===== src/rtl/noc_c2m_arbiter.sv =====
// rtl/noc_c2m_arbiter.sv - round-robin C2M port arbiter with in-order M2C response steering
// Optional macro C2M_ARB_STATS_EN adds saturating per-core grant counters (grant_cnt).
module noc_c2m_arbiter #(
  parameter int RADIX           = 2,
  parameter int BIT_WIDTH       = 32,
  parameter int ADDR_WIDTH      = 32,
  parameter int MAX_OUTSTANDING = 4
) (
  input  logic                                clk,
  input  logic                                rst,
  input  logic [RADIX-1:0]                    en_C2M_IN,
  input  logic [RADIX*BIT_WIDTH-1:0]          Data_C2M_IN,
  input  logic [RADIX*ADDR_WIDTH-1:0]         Addr_C2M_IN,
  output logic [RADIX-1:0]                    rdy_C2M_IN,
  output logic                                en_C2M_OUT,
  output logic [BIT_WIDTH-1:0]                Data_C2M_OUT,
  output logic [ADDR_WIDTH-1:0]               Addr_C2M_OUT,
  input  logic                                mem_rdy,
  input  logic                                en_M2C_IN,
  output logic [RADIX-1:0]                    sel_M2C_OUT,
  output logic [$clog2(MAX_OUTSTANDING):0]    outstanding,
  output logic                                err_underflow
`ifdef C2M_ARB_STATS_EN
  ,
  output logic [15:0]                         grant_cnt [RADIX]
`endif
);

  localparam int IDW = $clog2(RADIX);
  localparam int AW  = (MAX_OUTSTANDING > 1) ? $clog2(MAX_OUTSTANDING) : 1;
  localparam int CW  = $clog2(MAX_OUTSTANDING) + 1;

  logic [IDW-1:0] rr_ptr;
  logic [IDW-1:0] win_idx;
  logic           win_found;
  logic           out_free;
  logic           grant;
  logic           pop;
  logic [AW-1:0]  wr_ptr;
  logic [AW-1:0]  rd_ptr;
  logic [IDW-1:0] id_mem [MAX_OUTSTANDING];

  function automatic logic [AW-1:0] next_ptr(input logic [AW-1:0] p);
    return (p == AW'(MAX_OUTSTANDING - 1)) ? '0 : p + 1'b1;
  endfunction

  always_comb begin
    win_found = 1'b0;
    win_idx   = '0;
    for (int k = 0; k < RADIX; k++) begin
      if (!win_found && en_C2M_IN[(int'(rr_ptr) + k) % RADIX]) begin
        win_found = 1'b1;
        win_idx   = IDW'((int'(rr_ptr) + k) % RADIX);
      end
    end
  end

  // Full check uses registered occupancy, so a same-cycle pop never frees a slot.
  assign out_free    = !en_C2M_OUT || mem_rdy;
  assign grant       = out_free && (outstanding < CW'(MAX_OUTSTANDING)) && win_found;
  assign rdy_C2M_IN  = grant ? (RADIX'(1) << win_idx) : '0;
  assign pop         = en_M2C_IN && (outstanding != '0);
  assign sel_M2C_OUT = pop ? (RADIX'(1) << id_mem[rd_ptr]) : '0;

  always_ff @(posedge clk or posedge rst) begin
    if (rst) begin
      en_C2M_OUT    <= 1'b0;
      Data_C2M_OUT  <= '0;
      Addr_C2M_OUT  <= '0;
      rr_ptr        <= '0;
      wr_ptr        <= '0;
      rd_ptr        <= '0;
      outstanding   <= '0;
      err_underflow <= 1'b0;
    end else begin
      if (grant) begin
        en_C2M_OUT   <= 1'b1;
        Data_C2M_OUT <= Data_C2M_IN[win_idx*BIT_WIDTH +: BIT_WIDTH];
        Addr_C2M_OUT <= Addr_C2M_IN[win_idx*ADDR_WIDTH +: ADDR_WIDTH];
        rr_ptr       <= (win_idx == IDW'(RADIX - 1)) ? '0 : win_idx + 1'b1;
        wr_ptr       <= next_ptr(wr_ptr);
      end else if (mem_rdy) begin
        en_C2M_OUT   <= 1'b0;
      end
      if (pop)
        rd_ptr <= next_ptr(rd_ptr);
      if (en_M2C_IN && (outstanding == '0))
        err_underflow <= 1'b1;
      outstanding <= outstanding + CW'(grant) - CW'(pop);
    end
  end

  // Entries need no reset: the pointers alone define what is valid.
  always_ff @(posedge clk) begin
    if (grant)
      id_mem[wr_ptr] <= win_idx;
  end

`ifdef C2M_ARB_STATS_EN
  always_ff @(posedge clk or posedge rst) begin
    if (rst) begin
      for (int i = 0; i < RADIX; i++)
        grant_cnt[i] <= '0;
    end else if (grant && (grant_cnt[win_idx] != 16'hFFFF)) begin
      grant_cnt[win_idx] <= grant_cnt[win_idx] + 16'd1;
    end
  end
`endif

endmodule


===== config.mk =====
export PLATFORM = sky130hd
export DESIGN_NAME = noc_c2m_arbiter
export DESIGN_NICKNAME = d
export VERILOG_FILES = /design/src/rtl/noc_c2m_arbiter.sv
export SDC_FILE = /design/constraint.sdc
export NUM_CORES = 1
export LEC_CHECK = 0
export CORE_ASPECT_RATIO = 1.25
export CORE_MARGIN = 2
export CORE_UTILIZATION = 42
export CTS_CLUSTER_SIZE = 8
export DETAILED_ROUTE_END_ITERATION = 8
export GPL_TIMING_DRIVEN = 0
export HOLD_SLACK_MARGIN = 0.03
export PLACE_DENSITY = 0.85
export SLEW_MARGIN = 5
export SYNTH_ARGS = -nofsm -noshare
export SYNTH_HDL_FRONTEND = slang
export SYNTH_SLANG_ARGS = --single-unit

===== constraint.sdc =====
create_clock -name clk -period 5.1 [get_ports clk]
set_clock_uncertainty 0.05 [all_clocks]
set_input_delay 0.765 -clock clk [delete_from_list [all_inputs] [get_ports clk]]
set_output_delay 0.765 -clock clk [all_outputs]
set_load 0.01 [all_outputs]

# Yosys cells after proc, flatten, opt, wreduce, memory -nomap -nowiden
# Memory sizes are Yosys's and may differ from the RTL's.
# Index checks and enable logic that the tools add are counted.
[op_classes]
n_addsub = 6
order_cmp = 3
eq_ne = 2
n_shift = 4
n_mux = 18
n_bitwise = 1
reduce_logical = 11
[op_table]
columns = ["cell", "count"]
rows = [
  ["64-bit by 7-bit variable part select with 32-bit output", 2],
  ["1-bit 2-to-1 mux", 14],
  ["2-bit 2-to-1 mux", 4],
  ["1-bit logical AND", 5],
  ["2-bit by 1-bit adder with 2-bit output, second input constant", 2],
  ["2-bit == test, second input constant", 2],
  ["1-bit by 1-bit << shifter with 2-bit output, first input constant", 2],
  ["3-bit by 1-bit adder with 3-bit output", 1],
  ["3-bit logical NOT", 1],
  ["2-bit by 3-bit < comparator with 1-bit output, second input constant", 1],
  ["3-bit < comparator, second input constant", 1],
  ["3-bit nonzero test", 1],
  ["3-bit by 1-bit subtractor with 3-bit output", 1],
  ["1-bit adder, second input constant", 2],
  ["1-bit logical NOT", 2],
  ["1-bit by 2-bit < comparator with 1-bit output, second input constant", 1],
  ["2-bit nonzero test", 1],
  ["1-bit bitwise AND, first input constant", 1],
  ["1-bit logical OR", 1],
]
[totals]
regBits = 74
ram_bits = 4
mem_count = 1
[memory_table]
columns = ["memory", "depth", "width", "rd", "rd_ports_with_merged_regs", "wr", "line_no", "text"]
rows = [
  ["id_mem", 4, 1, 1, 0, 1, "41", "logic [IDW-1:0] id_mem [MAX_OUTSTANDING];"],
]

# Longest topological paths before layout
# Gate-level depths: netlist of the first run.
[logic_depth]
ltp_word = 10
ltp_mapped = 10

# Worst setup path after synthesis of the first run
# Ideal clock, no wire load.
[synth_timing]
path_type = "in2reg"
from = "input mem_rdy"
to = "register outstanding[2]"
setup_time_ns = 0.133
arrival_ns = 2.411
setup_slack_ns = 2.506
path_stages = 10
path_cell_list = "nand2b_2 -> and3_1 -> clkbuf_1 -> inv_1 -> ha_1 -> inv_1 -> ha_1 -> fa_1 -> xnor2_1 -> xnor2_1"
[synth_via]
elab_chain_len = 5
[synth_rtl]
columns = ["item", "line_no", "text"]
rows = [
  ["start: declaration", "18", "input logic mem_rdy,"],
  ["1-bit logical OR", "59", "assign out_free = !en_C2M_OUT || mem_rdy;"],
  ["1-bit logical AND (2 in series)", "60", "assign grant = out_free && (outstanding < CW'(MAX_OUTSTANDING)) && win_found;"],
  ["3-bit by 1-bit adder with 3-bit output", "89", "outstanding <= outstanding + CW'(grant) - CW'(pop);"],
  ["3-bit by 1-bit subtractor with 3-bit output", "89", ""],
  ["end signal: assignment", "89", ""],
  ["end: declaration", "21", "output logic [$clog2(MAX_OUTSTANDING):0] outstanding,"],
]
# Every way passes these cells.
# A chain may end at the register's enable or synchronous reset.

# Worst setup path after layout of the first run
[layout_timing]
from = "input mem_rdy"
to = "output rdy_C2M_IN[1]"
[layout_via]
elab_chain_len = 4
[layout_rtl]
columns = ["item", "line_no", "text"]
rows = [
  ["1-bit logical OR", "59", ""],
  ["1-bit logical AND (2 in series)", "60", ""],
  ["2-bit 2-to-1 mux", "61", "assign rdy_C2M_IN = grant ? (RADIX'(1) << win_idx) : '0;"],
  ["end: declaration", "14", "output logic [RADIX-1:0] rdy_C2M_IN,"],
]
# Every way passes these cells.

==> results.json, run 1 <==
{
  "cts_max_path_buffers": 2,
  "post_cts_resized": 0,
  "cp-start-kind": "input port",
  "synth_top_cell_by_area": "dfrtp_1",
  "avgSynthCellArea_um2": 10.8,
  "holdCritStartpoint": "err_underflow$_DFFE_PP0P_",
  "cts.clk_slew.worst_paths_ns": 0.08,
  "core_area_um2": 8750,
  "crit_path_max_incr_delay_ns": 0.63,
  "swShare_pct": 36.3,
  "finalSetupViolCount": 0,
  "dr_wl_met3_um": 957,
  "cts.sinks": 78,
  "boundaryPins": 207,
  "crit_fanout": 10,
  "rows": 38,
  "grt_max_degree": 41,
  "ant_nets": 0,
  "maxSlewHeadroom_pct": 50.7,
  "post_cts_buffers": 0,
  "layout.nets": 712,
  "hold_viol": 0,
  "grt_pass1_wl_mm": 19.4,
  "seq_power_share_pct": 32.1,
  "power_mw": 3.44,
  "combPwrFrac_pct": 54.3,
  "end_kind": "primary output",
  "leakage_nw": 2.73,
  "crit_required_ns": 4.28,
  "post-route-period-util_pct": 67.6,
  "critPathMostFrequentCell": "clkdlybuf4s50_1",
  "cts_buffers": 9,
  "reg2reg_from": "outstanding[1]$_DFF_PP0_",
  "wire_per_inst_um": 17.9,
  "root_buffer": "clkbuf_8",
  "synthesis.area_um2": 3810,
  "initial_core_util_pct": 43.6,
  "rrSetupSlack_ns": 2.57,
  "drt-met1-wl_mm": 4.83,
  "cp.arrival_ns": 2.63,
  "clockPowerShare_pct": 13.6,
  "holdBufCountCts": 0,
  "max_freq_ghz": 0.290,
  "yosys_warnings": 0,
  "fp.dieH_um": 111,
  "antenna_found_initial": 0,
  "cp_num_buf_inv": 3,
  "layout_commonest_cell": "clkdlybuf4s50_1",
  "hold_path.class": "register to register",
  "grtUsageTotal_pct": 25.3,
  "final-instance-count-excl-fill": 695,
  "design_area_um2": 6240,
  "place.gp.congestion": 0.786,
  "dieWidth_um": 89.2,
  "num_vias": 3755,
  "vdd_drop_max_mv": 0.321,
  "post-dp-hpwl_mm": 9.42,
  "final_cell_mix": "206 x clkdlybuf4s50_1, 75 x inv_1, 74 x dfrtp_1",
  "dieArea_um2": 9860,
  "cts_tree": "yes",
  "startpoint": "mem_rdy",
  "slew_viol_final": 0,
  "hold_ws_ns": 0.427,
  "via_per_inst": 5.40,
  "wl_mm": 12.4,
  "internal_power_mw": 2.19,
  "fillers": 669,
  "p_switching_mw": 1.25,
  "rsz0062_at_grt": "false",
  "drt_iter0_markers": 203,
  "antenna_cells": 0,
  "reg2reg_depth": 8,
  "routed.top_layer": "met4",
  "yosys-top-cells-area": "dfrtp_1 49%, a221o_1 17%, a31oi_1 10%",
  "grt_pass1_vias": 3947,
  "r2r-end": "outstanding[2]$_DFF_PP0_",
  "clk_latency_ns": 0.36,
  "min_to": "err_underflow$_DFFE_PP0P_",
  "synth_seq_cells": 78,
  "grt-ovfl-total": 0,
  "power.density_nw_per_um2": 550,
  "place_area_um2": 6050,
  "drc": 0,
  "maxCapViolCount": 0,
  "fin_crit_ns": 3.45,
  "ys_seq_area_share_pct": 51.7,
  "layout-drive-gt1-share_pct": 6.96,
  "area_delta_synth_final_pct": 63.6,
  "h-tree-depth": 3,
  "cp_cell_sequence": "clkdlybuf4s50_1, nand2b_2, o2111a_1, clkbuf_1, clkdlybuf4s50_1",
  "worst_path_dominant_cell_family": "buffers and inverters",
  "crit_type": "input port to primary output",
  "routed-wl-met2_mm": 6.24,
  "io_buffers": 206,
  "dp.cells": 679,
  "ys_types": 26,
  "synth_cells": 352,
  "syn-num-nets": 494,
  "synth_top_cell_area_share_pct": 48.6,
  "tightest_slew_ns": 0.734,
  "status": "completed",
  "whs_path_depth": 1,
  "fin_setup_tns_ns": 0,
  "slowest_stage": "clkdlybuf4s50_1",
  "dr.pass1.iters": 4
}
==> stage by stage <==
stage	util, %	setup WS, ns
after CTS	71.3	1.66
after detailed placement	69.1	1.67
after global placement	68.9	1.17
after floorplan	-	2.40
final	71.3	1.65
after global routing	71.3	1.57
==> how the worst max path moves through the flow <==
stage,endpoint,cells after the start
after global routing,rdy_C2M_IN[0],5
after global placement,Data_C2M_OUT[16]$_DFFE_PP0P_,2
after floorplan,Addr_C2M_OUT[0]$_DFFE_PP0P_,1
final,rdy_C2M_IN[1],5
after detailed placement,rdy_C2M_IN[0],5
after CTS,rdy_C2M_IN[0],5
==> registers in the layout, indices dropped and copies added (netlist names) <==
register / cells
rr_ptr: 1
wr_ptr: 2
err_underflow: 1
en_C2M_OUT: 1
Addr_C2M_OUT: 32
id_mem: 4
Data_C2M_OUT: 32
rd_ptr: 2
outstanding: 3
==> synthesized netlist by cell type (all sizes together) <==
master and number:
and2 4, ha 7, fa 1, nand2 1, a21oi 1, o31ai 1
edfxtp 4, mux2 3, buf 20, a21o 3, nor2b 1, clkbuf 16
or2 1, a31oi 64, dfrtp 74, nor2 2, a221o 64, inv 76
nand2b 1, nor3 2, and3 1, o2111a 2, xnor2 2, mux4 1
==> final cells by class <==
| cell class | instances | area, µm² | area share (%) |
|---|---|---|---|
| clock buffers | 13 | 149 | 2.39 |
| flip-flops and latches | 78 | 1970 | 31.6 |
| inverters | 76 | 288 | 4.61 |
| multi-input cells | 162 | 1350 | 21.7 |
| repair buffers | 207 | 2080 | 33.4 |
| well taps | 120 | 150 | 2.41 |
| clock inverters | 3 | 43.8 | 0.702 |
| plain buffers | 36 | 203 | 3.25 |
==> worst register-to-register path: stages, from the launching register on <==
cell and delay, ns:
dfrtp_1 0.43, o31ai_1 0.66, inv_1 0.10, ha_1 0.30
inv_1 0.04, ha_1 0.18, fa_1 0.38, xnor2_1 0.15
xnor2_1 0.13
==> power groups by stage <==
stage	Combinational [mW]	Sequential, mW	Clock [mW]
2_1_floorplan	0.844	1.22	0
3_3_place_gp	1.81	1.09	0
3_5_place_dp	1.86	1.11	0
4_1_cts	1.88	1.10	0.479
5_1_grt	2.02	1.13	0.506
6_report	1.86	1.10	0.468
==> metal layers <==
metal  global-route usage, %  vias up
li1                        -     1752
met1                    29.2     1815
met2                    42.3      160
met3                    7.10       28
met4                    11.6        0
met5                       0        -
==> logic make-up (layout without fill, tap and decap cells) <==
group	Yosys count	after routing	share of synthesized area (%)
adder cells (fa/ha/maj)	8	8	2.82
buffers and inverters	112	335	12.8
AND/OR/NAND/NOR	13	13	1.94
flip-flops	78	78	51.7
XOR/XNOR	2	2	0.459
AO/OA/AOI/OAI	135	135	28.8
multiplexers	4	4	1.48
(Power assumes the default switching activity.)
==> inputs of run 2 (changes only) <==
CORE_UTILIZATION = 35   (was 42)
PLACE_DENSITY = 0.75   (was 0.85)
clock period = 2.8 ns   (was 5.1 ns; I/O delays follow)
==> run 2 against run 1 <==
Net effect:
- design area up 2.1%
- critical endpoint is now outstanding[2]$_DFF_PP0_
- non-clock buffer count unchanged
- count of clock-buffer cells in the layout down 1
- power up 93%
- worst setup slack worse by 1.5 ns
- global-route usage down 4.3 points
==> results.json, run 2 (synthesis results as in run 1) <==
{
  "area_delta_synth_final_pct": 67.1,
  "grt_pass1_vias": 4011,
  "crit_fanout": 6,
  "busiest_layer": "met2",
  "cts_max_path_buffers": 2,
  "rows": 42,
  "grtUsageTotal_pct": 21.0,
  "grt-ovfl-total": 0,
  "tightest_slew_ns": 0.830,
  "fp.dieH_um": 121,
  "maxCapViolCount": 0,
  "io_buffers": 206,
  "via_per_inst": 5.29,
  "hold_path.class": "input port to async pin",
  "status": "completed",
  "cts_tree": "yes",
  "slew_viol_final": 0,
  "drc": 0,
  "boundaryPins": 207,
  "dieArea_um2": 11800,
  "place.gp.congestion": 0.849,
  "vdd_drop_max_mv": 0.512,
  "design_area_um2": 6370,
  "hold_ws_ns": 0.422,
  "post_cts_resized": 0,
  "dieWidth_um": 97.4,
  "grt_util_met2_pct": 38.0,
  "holdBufCountCts": 0,
  "grt_max_degree": 39,
  "core_area_um2": 10600,
  "crit_required_ns": 2.94,
  "post_cts_buffers": 0,
  "reg.largest.list": "Addr_C2M_OUT: 32 flops, Data_C2M_OUT: 32 flops, id_mem: 4 flops",
  "wire_per_inst_um": 17.9,
  "layout-drive-gt1-share_pct": 7.13,
  "h-tree-depth": 3,
  "grt_pass1_wl_mm": 19.8,
  "post-route-period-util_pct": 93.3,
  "ant_nets": 0,
  "rsz0062_at_grt": "false",
  "root_buffer": "clkbuf_16",
  "finalSetupViolCount": 0,
  "place_area_um2": 6060,
  "initial_core_util_pct": 35.9,
  "wl_mm": 12.7,
  "fin_crit_ns": 2.61,
  "final_cell_mix": "206 x clkdlybuf4s50_1, 75 x inv_1, 74 x dfrtp_1",
  "drt_iter0_markers": 162,
  "use_met3_pct": 4.68,
  "maxSlewHeadroom_pct": 44.2,
  "antenna_found_initial": 0,
  "end_kind": "register",
  "dr.pass1.iters": 4,
  "max_freq_ghz": 0.383,
  "layout.nets": 712,
  "power.density_nw_per_um2": 1040,
  "clk_latency_ns": 0.32,
  "cp-start-kind": "register",
  "met1_usage_pct": 24.1,
  "layout_commonest_cell": "clkdlybuf4s50_1",
  "crit_type": "register to register",
  "num_vias": 3739,
  "cp.arrival_ns": 2.76,
  "power_mw": 6.63,
  "post-dp-hpwl_mm": 9.34,
  "cts_buffers": 9,
  "cts.clk_slew.worst_paths_ns": 0.06,
  "cts.sinks": 78,
  "hold_viol": 0,
  "leakage_nw": 2.79,
  "antenna_cells": 0
}
[run 2: cell types whose count changed in the layout (fill, tap and decap cells not counted)]
cell | before | now
clkinvlp_4 | 0 | 1
clkinv_2 | 1 | 0
clkbuf_8 | 10 | 0
bufinv_16 | 1 | 2
clkbuf_1 | 19 | 17
clkinv_4 | 1 | 0
clkinv_1 | 0 | 1
clkbuf_16 | 0 | 9
clkbuf_2 | 0 | 2
[run 2: cell type report]
class / count / area (µm²)
Fill cell: 862 / 4240
Timing Repair Buffer: 207 / 2080
Sequential cell: 78 / 1970
Multi-Input combinational cell: 162 / 1350
Inverter: 76 / 288
Clock buffer: 12 / 236
Buffer: 36 / 205
Tap cell: 132 / 165
Clock inverter: 4 / 71.3
[run 2: routing by layer]
layer | share of wire [%] | up-vias | wire length, µm
li1 | - | 1750 | -
met1 | 40 | 1801 | 5050
met2 | 51 | 167 | 6470
met3 | 6.9 | 21 | 877
met4 | 2.1 | 0 | 263
met5 | 0 | - | 0
[run 2: critical path: stages (launching register included)]
cell and delay, ns:
dfrtp_1 0.44, o31ai_1 0.73, inv_1 0.10, ha_1 0.30, inv_1 0.04, ha_1 0.18
fa_1 0.38, xnor2_1 0.15, xnor2_1 0.13
[run 2: per-stage QoR]
step	setup WS, ns	setup TNS, ns	cells	utilization (%)
3_5_place_dp	-0.137	-0.137	691	57.1
4_1_cts	0.0397	0	707	60.0
3_3_place_gp	-0.866	-63.97	690	56.9
5_1_grt	0.00317	0	707	60.0
2_1_floorplan	0.448	0	352	-
6_report	0.188	0	707	60.0
[run 2: report_power, final]
part / switching (mW) / leakage [nW] / internal [mW] / total [mW]
registers: 0.325 / 0.942 / 1.69 / 2.01
logic: 1.54 / 1.70 / 1.87 / 3.41
clock network: 0.428 / 0.144 / 0.778 / 1.21
[run 2: final timing paths]
| path | slack (ns) | endpoint | start | cells after the start |
|---|---|---|---|---|
| worst max-delay path | 0.19 | outstanding[2]$_DFF_PP0_ | outstanding[1]$_DFF_PP0_ | 8 |
| worst min-delay path | 0.42 | Addr_C2M_OUT[23]$_DFFE_PP0P_ | rst | 2 |
| worst max register to register | 0.19 | outstanding[2]$_DFF_PP0_ | outstanding[1]$_DFF_PP0_ | 8 |
| worst min register to register | 0.43 | err_underflow$_DFFE_PP0P_ | err_underflow$_DFFE_PP0P_ | 1 |
| max in group asynchronous | 1.70 | Data_C2M_OUT[22]$_DFFE_PP0P_ | rst | 3 |
| min in group clk | 0.43 | err_underflow$_DFFE_PP0P_ | err_underflow$_DFFE_PP0P_ | 1 |
